`config.mk`:
```
export PLATFORM = sky130hd
export DESIGN_NAME = proc_control
export DESIGN_NICKNAME = d
export VERILOG_FILES = /design/src/rtl/proc_control.sv
export SDC_FILE = /design/constraint.sdc
export NUM_CORES = 1
export LEC_CHECK = 0
export BUFFER_PORTS_ARGS = -buffer_cell sky130_fd_sc_hd__buf_2
export CORE_ASPECT_RATIO = 1.1
export CORE_MARGIN = 2
export CORE_UTILIZATION = 35
export CTS_CLUSTER_DIAMETER = 30
export DETAILED_ROUTE_END_ITERATION = 8
export GPL_TIMING_DRIVEN = 0
export PLACE_DENSITY_LB_ADDON = 0.15
export SYNTH_ARGS = -nofsm -noshare
export SYNTH_HDL_FRONTEND = slang
export SYNTH_SLANG_ARGS = --single-unit
```
`constraint.sdc`:
```
create_clock -name Clock -period 2 [get_ports Clock]
set_input_delay 0.4 -clock Clock [delete_from_list [all_inputs] [get_ports Clock]]
set_output_delay 0.4 -clock Clock [all_outputs]
set_load 0.01 [all_outputs]
```
`src/rtl/proc_control.sv`:
```
// ---------------------------------------------------------------------------
// proc_control
//   Instruction-sequencing control unit for the general-purpose processor.
//   Latches a 9-bit instruction (III XXX YYY) from DIN in T0 and steps it
//   through time steps T0..T3. It drives the w/En inputs of the Rin and Rout
//   3-to-8 register-select decoders, plus the bus and ALU control strobes.
//
//   Opcodes (IR[8:6]): 000 mv Rx,Ry | 001 mvi Rx,#D | 010 add Rx,Ry |
//                      011 sub Rx,Ry | 100..111 NOP (or trap, see below)
//
// Ports
//   Clock   in   system clock, rising edge
//   Resetn  in   asynchronous active-low reset (clears step and IR)
//   Run     in   start strobe, sampled only in T0
//   DIN     in   instruction / immediate bus (bits above 8 ignored)
//   RinW    out  destination register index (Rin decoder w)
//   RinEn   out  Rin decoder enable
//   RoutW   out  source register index (Rout decoder w)
//   RoutEn  out  Rout decoder enable
//   IRin    out  IR load strobe
//   DINout  out  drive DIN onto the bus
//   Ain     out  load A register
//   Gin     out  load G register
//   Gout    out  drive G onto the bus
//   AddSub  out  ALU op: 0 = add, 1 = subtract
//   Done    out  one-cycle pulse on the final step of an instruction
//   Illegal out  (only with PROC_CONTROL_ILLEGAL_TRAP_EN) sticky trap flag
//
// Optional feature macro: PROC_CONTROL_ILLEGAL_TRAP_EN
//   When defined, opcodes 100..111 move the unit into a halt step TH and
//   raise Illegal; only Resetn=0 leaves TH. When undefined they are NOPs.
// ---------------------------------------------------------------------------
module proc_control #(
  parameter int DATA_W = 9
) (
  input  logic              Clock,
  input  logic              Resetn,
  input  logic              Run,
  input  logic [DATA_W-1:0] DIN,
  output logic [2:0]        RinW,
  output logic              RinEn,
  output logic [2:0]        RoutW,
  output logic              RoutEn,
  output logic              IRin,
  output logic              DINout,
  output logic              Ain,
  output logic              Gin,
  output logic              Gout,
  output logic              AddSub,
  output logic              Done
`ifdef PROC_CONTROL_ILLEGAL_TRAP_EN
  ,
  output logic              Illegal
`endif
);

  localparam logic [2:0] OP_MV  = 3'b000;
  localparam logic [2:0] OP_MVI = 3'b001;
  localparam logic [2:0] OP_ADD = 3'b010;
  localparam logic [2:0] OP_SUB = 3'b011;

  // TH is only reachable when the illegal-opcode trap is built in.
  typedef enum logic [2:0] {
    T0 = 3'd0,
    T1 = 3'd1,
    T2 = 3'd2,
    T3 = 3'd3,
    TH = 3'd4
  } tstep_t;

  tstep_t     tstep;
  tstep_t     tstep_next;
  logic [8:0] ir;
  logic [2:0] opcode;
  logic [2:0] rx;
  logic [2:0] ry;

  assign opcode = ir[8:6];
  assign rx     = ir[5:3];
  assign ry     = ir[2:0];

  // Time-step and instruction registers; IR only loads on a T0 start.
  always_ff @(posedge Clock or negedge Resetn) begin
    if (!Resetn) begin
      tstep <= T0;
      ir    <= 9'd0;
    end else begin
      tstep <= tstep_next;
      if ((tstep == T0) && Run) begin
        ir <= DIN[8:0];
      end else begin
        ir <= ir;
      end
    end
  end

  // Next-step and control-strobe decode for the current step and opcode.
  always_comb begin
    tstep_next = T0;
    RinW       = 3'd0;
    RinEn      = 1'b0;
    RoutW      = 3'd0;
    RoutEn     = 1'b0;
    IRin       = 1'b0;
    DINout     = 1'b0;
    Ain        = 1'b0;
    Gin        = 1'b0;
    Gout       = 1'b0;
    AddSub     = 1'b0;
    Done       = 1'b0;
    case (tstep)
      T0: begin
        // Resetn is folded in so IRin stays low while reset is held.
        IRin = Run & Resetn;
        if (Run) begin
          tstep_next = T1;
        end else begin
          tstep_next = T0;
        end
      end
      T1: begin
        case (opcode)
          OP_MV: begin
            RoutW      = ry;
            RoutEn     = 1'b1;
            RinW       = rx;
            RinEn      = 1'b1;
            Done       = 1'b1;
            tstep_next = T0;
          end
          OP_MVI: begin
            DINout     = 1'b1;
            RinW       = rx;
            RinEn      = 1'b1;
            Done       = 1'b1;
            tstep_next = T0;
          end
          OP_ADD, OP_SUB: begin
            RoutW      = rx;
            RoutEn     = 1'b1;
            Ain        = 1'b1;
            tstep_next = T2;
          end
          default: begin
`ifdef PROC_CONTROL_ILLEGAL_TRAP_EN
            tstep_next = TH;
`else
            Done       = 1'b1;
            tstep_next = T0;
`endif
          end
        endcase
      end
      T2: begin
        // Only add/sub reach T2; IR[6] distinguishes sub from add.
        RoutW      = ry;
        RoutEn     = 1'b1;
        Gin        = 1'b1;
        AddSub     = ir[6];
        tstep_next = T3;
      end
      T3: begin
        Gout       = 1'b1;
        RinW       = rx;
        RinEn      = 1'b1;
        Done       = 1'b1;
        tstep_next = T0;
      end
`ifdef PROC_CONTROL_ILLEGAL_TRAP_EN
      TH: begin
        tstep_next = TH;
      end
`endif
      default: begin
        tstep_next = T0;
      end
    endcase
  end

`ifdef PROC_CONTROL_ILLEGAL_TRAP_EN
  // The halt step itself is the sticky flag; reset is the only exit.
  assign Illegal = (tstep == TH);
`endif

endmodule

```
Word level (Yosys, flattened, before mapping)
Index checks and enable logic that the tools add are counted.
- bits in registers: 12
- input bits: 12
- output and inout bits: 15
- logic and storage cells: 36
- eq/ne operators: 6
- multiplexer cells: 21
- bitwise operators: 1
- reduce and logical (&&, ||, !) cells: 6
- operator list (operator ; number):
    one-hot mux 3 bit (2 select lines) ; 3
    equality test 3 x 2 -> 1 bit (second input constant) ; 4
    2-to-1 mux 1 bit ; 12
    one-hot mux 3 bit (3 select lines) ; 1
    equality test 3 x 1 -> 1 bit (second input constant) ; 2
    logical NOT 3 bit ; 2
    one-hot mux 1 bit (2 select lines) ; 3
    OR reduction 2 bit ; 2
    2-to-1 mux 3 bit ; 1
    OR reduction 3 bit ; 1
    2-to-1 mux 2 bit ; 1
    bitwise AND 1 bit ; 1
    logical AND 1 bit ; 1

Logic depth before layout (Yosys ltp)
- depth after elaboration: 4
- gate-level depth with buffers: 5
- gate-level depth less buffers: 5

Worst setup path after synthesis
OpenSTA, ideal clock, no wires.
- path type: register -> output
- from: register tstep[1]
- to: output RoutW[0]
- data arrival time: 1.293 ns
- data required time: 1.600 ns
- setup slack: 0.307 ns
- stages on the path, launching flop included: 6
- path buffers: 0
- cells stage by stage: dfrtp_1 inv_1 ha_1 nor3b_2 a21o_1 a32o_1
- word-level cells in the longest chain between the ends: 2
- elaborated cells between the ends (all ways): 3
- classes of those cells: eq/ne (2); mux (1)
- ends and longest elaborated chain (what ; line ; RTL):
    from (decl) ; 71 ; tstep_t tstep;
    from (signal assigned) ; 88 ; tstep <= tstep_next;
    equality test 3 x 2 -> 1 bit / equality test 3 x 1 -> 1 bit (equally long branches) ; 111 ; case (tstep)
    one-hot mux 3 bit (2 select lines) * ; 111 ;
    to (decl) ; 42 ; output logic [2:0] RoutW,
Every way passes the cells marked *; elsewhere a longest branch is shown, timed or not.

Worst setup path in the final report
- from: register tstep[0]
- to: output RoutW[0]
The elaborated chain is that of the path after synthesis.

==> out/qor.json <==
{
  "outcome": {
    "violations": "setup timing",
    "status": "finished with violations"
  },
  "route": {
    "met3RoutedLength_um": 92,
    "top_layer": "met4",
    "drt-met1-wl_um": 551,
    "vias_per_cell": 5.02,
    "detail-route-antenna-nets": 0,
    "detail_route.wirelength_um": 1300,
    "vias": 512,
    "drt-pass1-iter-count": 2,
    "drc_violation_count_after_routing": 0,
    "detail_route.iter0.violations": 2,
    "met2_length_um": 626,
    "wire_per_inst_um": 12.7
  },
  "timing": {
    "skew_ns": 0.00851,
    "fmax_ghz": 0.489,
    "worstMarginPinSlew_ns": 0.272,
    "finalWorstPathRequiredPeriod_ns": 2.04,
    "fin_crit_sh_pct": 102,
    "final-max-slew-violation-count": 0,
    "finalSetupViolCount": 3,
    "grt_setup_unrepaired": "true",
    "finalHoldViolCount": 0,
    "layout_setup_ws_ns": -0.0439,
    "rel_slew_slack_pct": 81.8
  },
  "grt": {
    "grt.total_usage_pct": 14.8,
    "largest_net_degree_at_the_start_of_global_routing": 13,
    "antenna_found_initial": 0,
    "grt_residual_overflow": 0,
    "via_count_of_the_first_global_routing_pass": 487,
    "grt_first_pass_wirelength_um": 2130
  },
  "yosys": {
    "synth.lib_cells_used.distinct": 19,
    "synth_area_per_cell_sq_um": 12.0,
    "netlist_area_sq_um": 612,
    "ys_ff_latch": 11,
    "number_of_nets_produced_by_synthesis": 67,
    "yosysWarnings": 0,
    "synth_sequential_area_ratio_pct": 45.0,
    "synth_cells": 51
  },
  "final_layout": {
    "final_cell_area_sq_um": 857,
    "antenna_cells_inserted": 0,
    "most-common-layout-cells": "sky130_fd_sc_hd__buf_2, sky130_fd_sc_hd__dfrtp_1, sky130_fd_sc_hd__mux2_2",
    "layout.nets": 102,
    "area_delta_synth_final_pct": 40.1,
    "most_common_cell_after_layout_fill_and_taps_aside": "sky130_fd_sc_hd__buf_2",
    "post_route_cells_drive_above_1_share_pct": 61.2
  },
  "worst_setup_path": {
    "setup.worst_path.class": "flop to output port",
    "critPathLaunchType": "flop",
    "worst-path-max-fanout": 3,
    "cp_data_required_time_ns": 1.60,
    "startpoint": "tstep[0]",
    "cp.arrival_ns": 1.64,
    "setup.reg_to_reg.worst_slack_ns": 0.59,
    "critical_path.reg2reg.startpoint": "tstep[1]",
    "reg2reg_to": "ir[0]",
    "reg2reg_depth": 5,
    "end_kind": "output port"
  },
  "die": {
    "die_x_um": 43.9,
    "placementRows": 15,
    "fp.dieH_um": 47.9,
    "core-area_sq_um": 1610,
    "initial_utilization_pct": 37.9,
    "floorplan.io_pins": 27,
    "die_footprint_sq_um": 2100
  },
  "pwr": {
    "peakVddDrop_mv": 0.614,
    "share_comb_of_total_power_pct": 50.3,
    "leakagePower_nw": 0.464,
    "clock_power_share_pct": 12.8,
    "switching_power_uw": 434,
    "power_per_cell_area_nw_per_um2": 1370,
    "power.share.sequential_pct": 36.9,
    "internal_power_uw": 740,
    "swShare_pct": 37.0
  },
  "placed_design": {
    "placedInstanceArea_sq_um": 763,
    "port_buffers": 26,
    "globalplace.congestion": 0.758,
    "half_perimeter_wire_length_of_the_detailed_placement_result_um": 938,
    "place_worst_setup_slack_ns": 0.109
  },
  "clocking": {
    "htree_levels": 1,
    "clock-sinks": 11,
    "max-clock-path-buffers": 2,
    "worst_setup_hold_path_clk_slew_ns": 0.07,
    "cts_tree": "built",
    "numCtsBuffers": 3,
    "clockRootBuffer": "sky130_fd_sc_hd__clkbuf_4",
    "clk_latency_ns": 0.27
  },
  "hold_path": {
    "min_delay_path_depth": 2,
    "whs_endpoint": "ir[2]",
    "hold_class": "primary input to flop",
    "hold_path_startpoint": "DIN[2]"
  },
  "flow_run": {
    "cap_viol_max_count": 0
  }
}
-- critical path, cell delays in order (launching register included) --
cell	delay [ns]
sky130_fd_sc_hd__dfrtp_2	0.44
sky130_fd_sc_hd__ha_4	0.18
sky130_fd_sc_hd__nor3b_4	0.15
sky130_fd_sc_hd__a21o_1	0.21
sky130_fd_sc_hd__a32o_1	0.25
sky130_fd_sc_hd__buf_2	0.13
-- timing repair --
| item | in CTS | in global routing |
|---|---|---|
| setup endpoints to repair | 7 | 4 |
| hold buffers | 1 | 0 |
| setup buffers | 3 | 0 |
| resized for setup | 7 | 1 |
| pin swaps | 3 | 3 |
| hold endpoints to repair | 6 | 0 |
-- flip-flops by register name (all words and copies together), names as in the netlist --
name,flops
ir,9
tstep,2
-- routing by layer --
metal | GRT usage [%] | up-vias
met4 | 9.09 | 0
li1 | - | 247
met5 | 0 | -
met3 | 3.77 | 3
met2 | 24.7 | 21
met1 | 17.3 | 241
-- cell type report --
cell class | instances | area (sq um)
fill | 160 | 757
multi-input combinational | 35 | 352
sequential | 11 | 277
timing repair buffer | 30 | 163
clock buffer | 4 | 26.3
tap | 17 | 21.3
inverter | 5 | 18.8
-- through the flow --
| step | hold WS [ns] | setup TNS, ns | cells | power, mW | utilization (%) |
|---|---|---|---|---|---|
| 4_1_cts | 0.347 | -0.0337 | 102 | 1.18 | 53.0 |
| 2_1_floorplan | 0.104 | 0 | 51 | 0.767 | - |
| 6_report | 0.356 | -0.0525 | 102 | 1.17 | 53.1 |
| 3_5_place_dp | 0.291 | 0 | 94 | 0.931 | 47.3 |
| 5_1_grt | 0.346 | -0.330 | 102 | 1.27 | 53.1 |
| 3_3_place_gp | 0.291 | 0 | 94 | 0.917 | 47.3 |
-- worst max-delay path by stage --
| stage | to | slack [ns] | cells after the start |
|---|---|---|---|
| finish | RoutW[0] | -0.04 | 5 |
| global route | RoutW[1] | -0.11 | 6 |
| CTS | RoutW[2] | -0.02 | 5 |
| detailed placement | RoutW[2] | 0.11 | 6 |
| global placement | RoutW[2] | 0.11 | 6 |
| floorplan | RoutW[0] | 0.31 | 5 |
-- cell usage after synthesis, drive strengths merged --
| cell type | n | area share, % |
|---|---|---|
| a32o | 3 | 4.9 |
| o211a | 1 | 1.6 |
| nor3b | 1 | 2.0 |
| nor2 | 1 | 0.61 |
| o21ai | 1 | 0.82 |
| ha | 4 | 8.2 |
| and2 | 3 | 3.5 |
| a21bo | 1 | 1.6 |
| inv | 5 | 3.1 |
| a21o | 2 | 2.5 |
| o21a | 1 | 1.2 |
| mux2 | 9 | 17 |
| nand2 | 3 | 2.3 |
| and3b | 1 | 2.0 |
| nor2b | 3 | 3.1 |
| and3 | 1 | 1.0 |
| dfrtp | 11 | 45 |
-- kinds of logic after synthesis --
logic type	count (synthesis)	share of synthesized area, %
AND/OR/NAND/NOR	13	14.5
flip-flops	11	45.0
AO/OA/AOI/OAI	9	12.7
multiplexers	9	16.6
buffers and inverters	5	3.07
adder cells (fa/ha/maj)	4	8.18
-- power by group through the flow --
stage                     Clock, mW  Combinational, mW  Sequential, mW
after floorplan                   0              0.370           0.397
after global placement            0              0.497           0.421
after detailed placement          0              0.507           0.424
after CTS                     0.158              0.591           0.428
after global routing          0.165              0.654           0.451
final                         0.151              0.590           0.433
Power figures use the tool's default switching activity.
